`src/rtl/chirp_sequencer.sv`:
```
// Stepped linear chirp (FMCW ramp) sequencer driving the phase_gen frequency word.
// Runs N chirps of latched start/stop/step/dwell with an idle gap between them.
module chirp_sequencer #(
    parameter int FW = 10,
    parameter int DW = 16,
    parameter int NW = 8
) (
    input  logic          aclk,
    input  logic          aresetn,
    input  logic          start,
    input  logic          abort,
    input  logic [FW-1:0] f_start,
    input  logic [FW-1:0] f_stop,
    input  logic [FW-1:0] f_step,
    input  logic [DW-1:0] dwell,
    input  logic [DW-1:0] gap,
    input  logic [NW-1:0] n_chirps,
    output logic [FW-1:0] freq,
    output logic          freq_vld,
    output logic          chirp_sof,
    output logic          busy,
    output logic          done
);

    typedef enum logic [1:0] {S_IDLE, S_SWEEP, S_GAP} state_t;

    state_t        r_state, w_state_nxt;
    logic [FW-1:0] r_fs, r_fe, r_st;
    logic [DW-1:0] r_dwell, r_gap;
    logic [NW-1:0] r_n;
    // One counter serves both the per-step dwell and the inter-chirp gap.
    logic [DW-1:0] r_cnt, w_cnt_nxt;
    logic [NW-1:0] r_chirps, w_chirps_nxt, w_chirps_inc;
    logic [FW-1:0] r_freq, w_freq_nxt;
    logic          r_vld, w_vld_nxt;
    logic          r_sof, w_sof_nxt;
    logic          r_busy, w_busy_nxt;
    logic          r_done, w_done_nxt;

    logic          w_latch, w_dwell_last, w_chirp_end, w_down;
    logic [FW:0]   w_up, w_dn;
    logic [FW-1:0] w_step_freq;

    assign w_latch      = (r_state == S_IDLE) && start && !abort;
    assign w_dwell_last = (r_dwell == '0) || (r_cnt == r_dwell - DW'(1));
    assign w_chirp_end  = (r_freq == r_fe) || (r_st == '0);
    assign w_down       = (r_fe < r_fs);
    assign w_chirps_inc = r_chirps + NW'(1);
    assign w_up         = {1'b0, r_freq} + {1'b0, r_st};
    assign w_dn         = {1'b0, r_freq} - {1'b0, r_st};

    // Clamp to f_stop on overshoot; the extra bit catches wrap past either end.
    always_comb begin
        if (w_down)
            w_step_freq = (w_dn[FW] || (w_dn[FW-1:0] < r_fe)) ? r_fe : w_dn[FW-1:0];
        else
            w_step_freq = (w_up > {1'b0, r_fe}) ? r_fe : w_up[FW-1:0];
    end

    always_comb begin
        w_state_nxt  = r_state;
        w_cnt_nxt    = r_cnt;
        w_chirps_nxt = r_chirps;
        w_freq_nxt   = r_freq;
        w_vld_nxt    = r_vld;
        w_sof_nxt    = 1'b0;
        w_busy_nxt   = r_busy;
        w_done_nxt   = 1'b0;
        if (abort) begin
            w_state_nxt  = S_IDLE;
            w_cnt_nxt    = '0;
            w_chirps_nxt = '0;
            w_freq_nxt   = '0;
            w_vld_nxt    = 1'b0;
            w_busy_nxt   = 1'b0;
        end else begin
            case (r_state)
                S_IDLE: begin
                    if (start) begin
                        w_state_nxt  = S_SWEEP;
                        w_cnt_nxt    = '0;
                        w_chirps_nxt = '0;
                        w_freq_nxt   = f_start;
                        w_vld_nxt    = 1'b1;
                        w_sof_nxt    = 1'b1;
                        w_busy_nxt   = 1'b1;
                    end
                end
                S_SWEEP: begin
                    if (!w_dwell_last) begin
                        w_cnt_nxt = r_cnt + DW'(1);
                    end else begin
                        w_cnt_nxt = '0;
                        if (!w_chirp_end) begin
                            w_freq_nxt = w_step_freq;
                        end else begin
                            w_chirps_nxt = w_chirps_inc;
                            if ((r_n != '0) && (w_chirps_inc == r_n)) begin
                                w_state_nxt  = S_IDLE;
                                w_chirps_nxt = '0;
                                w_freq_nxt   = '0;
                                w_vld_nxt    = 1'b0;
                                w_busy_nxt   = 1'b0;
                                w_done_nxt   = 1'b1;
                            end else if (r_gap != '0) begin
                                w_state_nxt = S_GAP;
                                w_freq_nxt  = '0;
                                w_vld_nxt   = 1'b0;
                            end else begin
                                w_freq_nxt = r_fs;
                                w_sof_nxt  = 1'b1;
                            end
                        end
                    end
                end
                S_GAP: begin
                    if (r_cnt == r_gap - DW'(1)) begin
                        w_state_nxt = S_SWEEP;
                        w_cnt_nxt   = '0;
                        w_freq_nxt  = r_fs;
                        w_vld_nxt   = 1'b1;
                        w_sof_nxt   = 1'b1;
                    end else begin
                        w_cnt_nxt = r_cnt + DW'(1);
                    end
                end
                default: begin
                    w_state_nxt = S_IDLE;
                    w_freq_nxt  = '0;
                    w_vld_nxt   = 1'b0;
                    w_busy_nxt  = 1'b0;
                end
            endcase
        end
    end

    always_ff @(posedge aclk or negedge aresetn) begin
        if (!aresetn) begin
            r_state  <= S_IDLE;
            r_cnt    <= '0;
            r_chirps <= '0;
            r_freq   <= '0;
            r_vld    <= 1'b0;
            r_sof    <= 1'b0;
            r_busy   <= 1'b0;
            r_done   <= 1'b0;
        end else begin
            r_state  <= w_state_nxt;
            r_cnt    <= w_cnt_nxt;
            r_chirps <= w_chirps_nxt;
            r_freq   <= w_freq_nxt;
            r_vld    <= w_vld_nxt;
            r_sof    <= w_sof_nxt;
            r_busy   <= w_busy_nxt;
            r_done   <= w_done_nxt;
        end
    end

    // Configuration is captured only on an accepted start.
    always_ff @(posedge aclk or negedge aresetn) begin
        if (!aresetn) begin
            r_fs    <= '0;
            r_fe    <= '0;
            r_st    <= '0;
            r_dwell <= '0;
            r_gap   <= '0;
            r_n     <= '0;
        end else if (w_latch) begin
            r_fs    <= f_start;
            r_fe    <= f_stop;
            r_st    <= f_step;
            r_dwell <= dwell;
            r_gap   <= gap;
            r_n     <= n_chirps;
        end
    end

    assign freq      = r_freq;
    assign freq_vld  = r_vld;
    assign chirp_sof = r_sof;
    assign busy      = r_busy;
    assign done      = r_done;

endmodule

```
`config.mk`:
```
export PLATFORM = sky130hd
export DESIGN_NAME = chirp_sequencer
export DESIGN_NICKNAME = d
export VERILOG_FILES = /design/src/rtl/chirp_sequencer.sv
export SDC_FILE = /design/constraint.sdc
export NUM_CORES = 1
export LEC_CHECK = 0
export ABC_CLOCK_PERIOD_IN_PS = 4940
export CAP_MARGIN = 20
export CORE_MARGIN = 2
export CORE_UTILIZATION = 58
export CTS_CLUSTER_DIAMETER = 150
export DETAILED_ROUTE_END_ITERATION = 8
export PLACE_DENSITY = 0.87
export SLEW_MARGIN = 20
export SYNTH_ARGS = -nofsm -noshare
export SYNTH_HDL_FRONTEND = slang
export SYNTH_SLANG_ARGS = --single-unit
```
`constraint.sdc`:
```
create_clock -name aclk -period 4.94 [get_ports aclk]
set_clock_uncertainty 0.2 [all_clocks]
set_input_delay 0.988 -clock aclk [delete_from_list [all_inputs] [get_ports aclk]]
set_output_delay 0.988 -clock aclk [all_outputs]
set_load 0.005 [all_outputs]
```
==> results.toml, run 1 <==
[critical_path]
worst_ep_arrival_time_ps = 4660
reg2reg_to = "freq[4]"
crit_end = "freq[4]"
end_kind = "flop"
r2r_cells = 17
startpoint_type = "flop"
crit_type = "reg -> reg"
timing.rr.start = "freq[5]"
rrSetupSlack_ps = 330
cp-startpoint = "freq[5]"
path_max_fanout = 7
required_ps = 5000

[global_routing]
grtUsageMet2_pct = 45.7
grt_use_total_pct = 27.5
grt.busiest_layer = "met2"
use_met1_pct = 35.7
grt_pass1_vias = 6572
grt_pass1_wl_mm = 32.5
grt_util_met3_pct = 5.95
overflow = 0
grt_max_degree = 73
antenna_found_initial = 0

[power_and_ir_drop]
power_w = 0.00609
pwr-share-comb_pct = 59.8
switching_share_pct = 45.9
p_sw_w = 0.00280
p_clk_share_pct = 11.9
vdd_drop_max_mv = 0.350
power_density_mw_per_mm2 = 650
p_leak_nw = 3.92
seqPwrFrac_pct = 28.4
intPower_w = 0.00329

[synth]
syn_nets = 984
ys_ff_latch = 109
async_reset_ff_share_pct = 100
synth_area_sq_mm = 0.00806
synthCells = 852
synth_edf_count = 0
ys_warn_count = 0
yosysMostFrequentCell = "dfrtp_1"
synth_common_cells = "dfrtp_1 (109), mux2_2 (72), inv_1 (62), ha_1 (56), xnor2_1 (51)"
synthDominantCellAreaShare_pct = 33.8
ys_top_cells_by_area = "dfrtp_1 (34%), mux2_2 (10%), ha_1 (8.7%)"
seq_area_frac_synth_pct = 33.8
avgSynthCellArea_sq_um = 9.46
synth_ff_type = "dfrtp_1"
ys_types = 76
yosys.area.top_type = "dfrtp_1"

[cells_and_area]
n_antenna_cell = 0
final_area_sq_mm = 0.00937
fin_nets = 1054
area_growth_pct = 16.3
drive_gt1_share_pct = 12.4
final_core_util_pct = 68.3

[min_path]
hp-class = "reg -> reg"
min_delay_path_depth = 1
min_from = "r_chirps[6]"

[floorplanning]
die_w_microns = 122
initial_core_util_pct = 58.8
ios = 88
die_area_sq_mm = 0.0149
fp-row-count = 43
core_sq_mm = 0.0137
die_y_microns = 122

[routing]
firstDrtPassIters = 5
drt-initial-drc-count = 595
routedWlPerCell_microns = 17.8
vias = 6907
wirelength_mm = 19.7
detail-route-antenna-nets = 0
drc = 0
routed_via_density = 6.24

[clock_network]
clock_sinks = 109
post_cts_buffers = 0
numCtsBuffers = 9
ctsHoldBuffers = 0
ctsResizeCount = 0
clk_pin_slew_worst_paths_ps = 80
cts.path.max_buffers = 2
cts_tree = "built"
clock_latency_ps = 370
htreeDepth = 3
cts_root_buffer = "clkbuf_16"

[timing]
grt_setup_unrepaired = "no"
finalSetupViolations = 0
fin_setup_tns_ps = 0
clock.fmax_ghz = 0.217
slew_headroom_pct = 35.6
period_share_pct = 93.3
hold_violations = 0
fin_hold_ws_ps = 332
worstMarginPinSlew_ps = 967
drv_slew = 0
fin_crit_ps = 4610

[place]
numPortBuffers = 87
place.gp.congestion = 0.938
placed_area_sq_mm = 0.00908
hpwl_mm = 14.7

[job]
drv_cap = 0

[status]
status = "completed"
-- area by class of cell --
cell class	count	area, sq um
repair buffers	96	936
clock inverters	5	35.0
clock buffers	11	253
multi-input cells	644	4960
inverters	62	233
flip-flops and latches	109	2730
fillers	1061	4350
well taps	180	225
-- cells by family after synthesis --
kind of cell / count (synthesis) / share of synthesized area (%)
compound gates: 200 / 17.6
fa+ha+maj: 58 / 9.19
simple gates: 234 / 15.8
mux: 77 / 10.7
xor+xnor: 75 / 8.15
flops: 109 / 33.8
buf+inv: 99 / 4.75
-- critical path: stages, from the launching register on --
cell and delay, ps:
dfrtp_1 450, ha_1 410, nor2b_1 170, o21bai_1 210, nand3_1 100, o21ai_0 320, mux2_2 380, a2111oi_0 410
buf_4 190, ha_1 140, nand3_1 90, o21a_1 190, o211ai_1 360, buf_4 240, o22ai_1 90, o21ai_0 160
o21ai_0 90, mux2_1 280
-- power by group through the flow --
| stage | combinational (W) | sequential [W] | clock [W] |
|---|---|---|---|
| 3_5_place_dp | 0.00355 | 0.00173 | 0 |
| 3_3_place_gp | 0.00342 | 0.00171 | 0 |
| 5_1_grt | 0.00402 | 0.00179 | 0.000769 |
| 4_1_cts | 0.00359 | 0.00172 | 0.000734 |
| 2_1_floorplan | 0.00271 | 0.00155 | 0 |
| 6_report | 0.00364 | 0.00173 | 0.000723 |
-- how the worst min path moves through the flow --
stage | slack, ps | to
2_1_floorplan | 280 | r_chirps[6]
3_3_place_gp | 310 | r_chirps[6]
3_5_place_dp | 320 | r_chirps[6]
4_1_cts | 330 | r_chirps[6]
5_1_grt | 370 | r_chirps[6]
6_report | 330 | r_chirps[6]
-- metrics by stage --
step | setup slack, ps | instances
global placement | 607 | 1091
finish | 333 | 1107
detailed placement | 400 | 1091
floorplan | 688 | 852
global route | 168 | 1107
CTS | 371 | 1107
-- registers in the layout, indices dropped and copies added (netlist names) --
name / flops
r_dwell: 16
r_fe: 10
busy: 1
r_cnt: 16
chirp_sof: 1
r_n: 8
r_fs: 10
r_st: 10
r_gap: 16
freq_vld: 1
r_state: 1
freq: 10
done: 1
r_chirps: 8
-- cells in the final DEF, fill, tap and decap left out, types with 15 or more instances in the layout --
cell type          n
a211oi_1          16
a21oi_1           28
and3_1            16
clkdlybuf4s50_1   86
dfrtp_1          109
ha_1              56
inv_1             62
mux2_2            72
nand2_1           37
nand3_1           28
nor2_1            48
nor2b_1           16
nor3_1            15
o21ai_0           42
xnor2_1           51
xor2_1            24
-- metal layers --
layer	vias up	wire, microns
met3	46	1120
met5	-	0
met1	3363	8360
li1	3254	-
met4	0	497
met2	244	9710
Power figures use the tool's default switching activity.
==> inputs of run 2 (changes only) <==
--- a/config.mk
+++ b/config.mk
@@ -7,12 +7,12 @@
 export LEC_CHECK = 0
 export ABC_CLOCK_PERIOD_IN_PS = 4940
 export CAP_MARGIN = 20
+export CORE_ASPECT_RATIO = 0.6
 export CORE_MARGIN = 2
 export CORE_UTILIZATION = 58
 export CTS_CLUSTER_DIAMETER = 150
 export DETAILED_ROUTE_END_ITERATION = 8
 export PLACE_DENSITY = 0.87
-export SLEW_MARGIN = 20
 export SYNTH_ARGS = -nofsm -noshare
 export SYNTH_HDL_FRONTEND = slang
 export SYNTH_SLANG_ARGS = --single-unit
==> run 2 against run 1 <==
Compared with the run above:
- final cell count decreased by 0.36%
- highest routed layer unchanged
- sequential power increased by 3%
- count of clock-buffer cells in the layout decreased by 1
- design area about the same
- via count increased by 0.26%
- register-to-register slack about the same
- utilization increased by 0.49 points
- total power increased by 1.8%
- largest power group unchanged
- hold slack improved by 0.79 ps
- routed wire length increased by 9.0%
==> results.toml, run 2 (same netlist as run 1, synthesis figures left out) <==
[status]
status = "completed"

[power_and_ir_drop]
p_leak_nw = 3.92
vdd_drop_max_mv = 0.311
power_density_mw_per_mm2 = 662

[floorplanning]
fp-row-count = 33
core_sq_mm = 0.0136
die_y_microns = 95.3
initial_core_util_pct = 59.2
die_area_sq_mm = 0.0149
die_w_microns = 156
ios = 88

[clock_network]
ctsHoldBuffers = 0
cts.path.max_buffers = 2
clock_latency_ps = 360
post_cts_buffers = 0
clk_pin_slew_worst_paths_ps = 80
clock_sinks = 109
cts_tree = "built"
htreeDepth = 3
ctsResizeCount = 0
cts_root_buffer = "clkbuf_16"
numCtsBuffers = 9

[timing]
clock.fmax_ghz = 0.218
finalSetupViolations = 0
fin_crit_ps = 4600
slew_headroom_pct = 36.4
drv_slew = 0
worstMarginPinSlew_ps = 954
grt_setup_unrepaired = "no"
period_share_pct = 93.0
fin_setup_tns_ps = 0
hold_violations = 0

[min_path]
hp-class = "reg -> reg"

[place]
hpwl_mm = 16.4
place.gp.congestion = 0.986
placed_area_sq_mm = 0.00908
numPortBuffers = 87

[job]
drv_cap = 0

[cells_and_area]
fill_cells = 1073
layout_common_cells = "dfrtp_1 (109), clkdlybuf4s50_1 (86), mux2_2 (72)"
reg.largest.list = "r_cnt (16), r_dwell (16), r_gap (16)"
final_area_sq_mm = 0.00937
n_antenna_cell = 0
area_growth_pct = 16.3
fin_nets = 1055
drive_gt1_share_pct = 12.6
final_common_cell = "dfrtp_1"

[critical_path]
worst_ep_arrival_time_ps = 4640
end_kind = "flop"
crit_type = "reg -> reg"
startpoint_type = "flop"
path_max_fanout = 6
required_ps = 4990

[routing]
drc = 0
drt-initial-drc-count = 677
routed_via_density = 6.28
vias = 6925
routedWlPerCell_microns = 19.5
wirelength_mm = 21.5
firstDrtPassIters = 5
detail-route-antenna-nets = 0

[global_routing]
grt_pass1_vias = 6519
antenna_found_initial = 0
grt_use_total_pct = 30.1
overflow = 0
grt_pass1_wl_mm = 34.5
grt_max_degree = 52
## run 2: cell types whose count changed in the layout (fill, tap and decap cells not counted), sizes merged
| cell | change |
|---|---|
| inv | +3 |
| clkinv | -2 |
| buf | +1 |
| clkbuf | -1 |
## run 2: worst max-delay path, stage by stage, from the launching register on
cell and delay [ps]:
dfrtp_1 450, inv_1 70, ha_1 370, nor2b_1 170
o21bai_1 240, nand3_1 100, o21ai_0 310, mux2_2 390
a2111oi_2 420, ha_1 210, nand3_1 110, o21a_1 200
o211ai_1 400, buf_4 210, nand2b_1 100, o221ai_1 100
o2bb2ai_1 150, mux2_1 290
## run 2: final timing paths
| kind | end | cells after the start | from | slack, ps |
|---|---|---|---|---|
| worst max-delay path | freq[6] | 17 | r_st[5] | 340 |
| worst min-delay path | r_fs[0] | 1 | r_fs[0] | 330 |
| worst max register to register | freq[6] | 17 | r_st[5] | 340 |
| worst min register to register | r_fs[0] | 1 | r_fs[0] | 330 |
| max in group asynchronous | r_dwell[0] | 2 | aresetn | 3300 |
| min in group asynchronous | freq[6] | 1 | aresetn | 380 |
## run 2: cell type report
type / count / area (sq um) / area share, %
inverter: 62 / 233 / 2.48
clock buffer: 10 / 239 / 2.55
tap: 175 / 219 / 2.34
clock inverter: 6 / 43.8 / 0.467
multi-input combinational: 644 / 4970 / 53.0
sequential: 109 / 2730 / 29.1
timing repair buffer: 97 / 943 / 10.1
## run 2: power by group
group / switching (W) / internal, W / total (W)
logic: 0.00200 / 0.00171 / 0.00371
registers: 0.000551 / 0.00123 / 0.00178
clock network: 0.000354 / 0.000360 / 0.000714
## run 2: metal layers
| metal | track usage [%] | vias to the layer above | part of all wire [%] |
|---|---|---|---|
| met5 | 0 | - | 0 |
| met3 | 6.36 | 15 | 11 |
| met2 | 41.1 | 327 | 38 |
| li1 | - | 3257 | - |
| met1 | 48.3 | 3326 | 50 |
| met4 | 6.19 | 0 | 0.96 |
## run 2: per-stage QoR
stage	setup WS [ps]	total power [W]	utilization, %	std cells	hold WS, ps
floorplan	688	0.00426	-	852	284
global placement	532	0.00525	66.7	1087	313
detailed placement	259	0.00535	66.7	1087	320
CTS	234	0.00609	68.8	1103	337
global route	49.3	0.00670	68.8	1103	348
finish	345	0.00620	68.8	1103	333
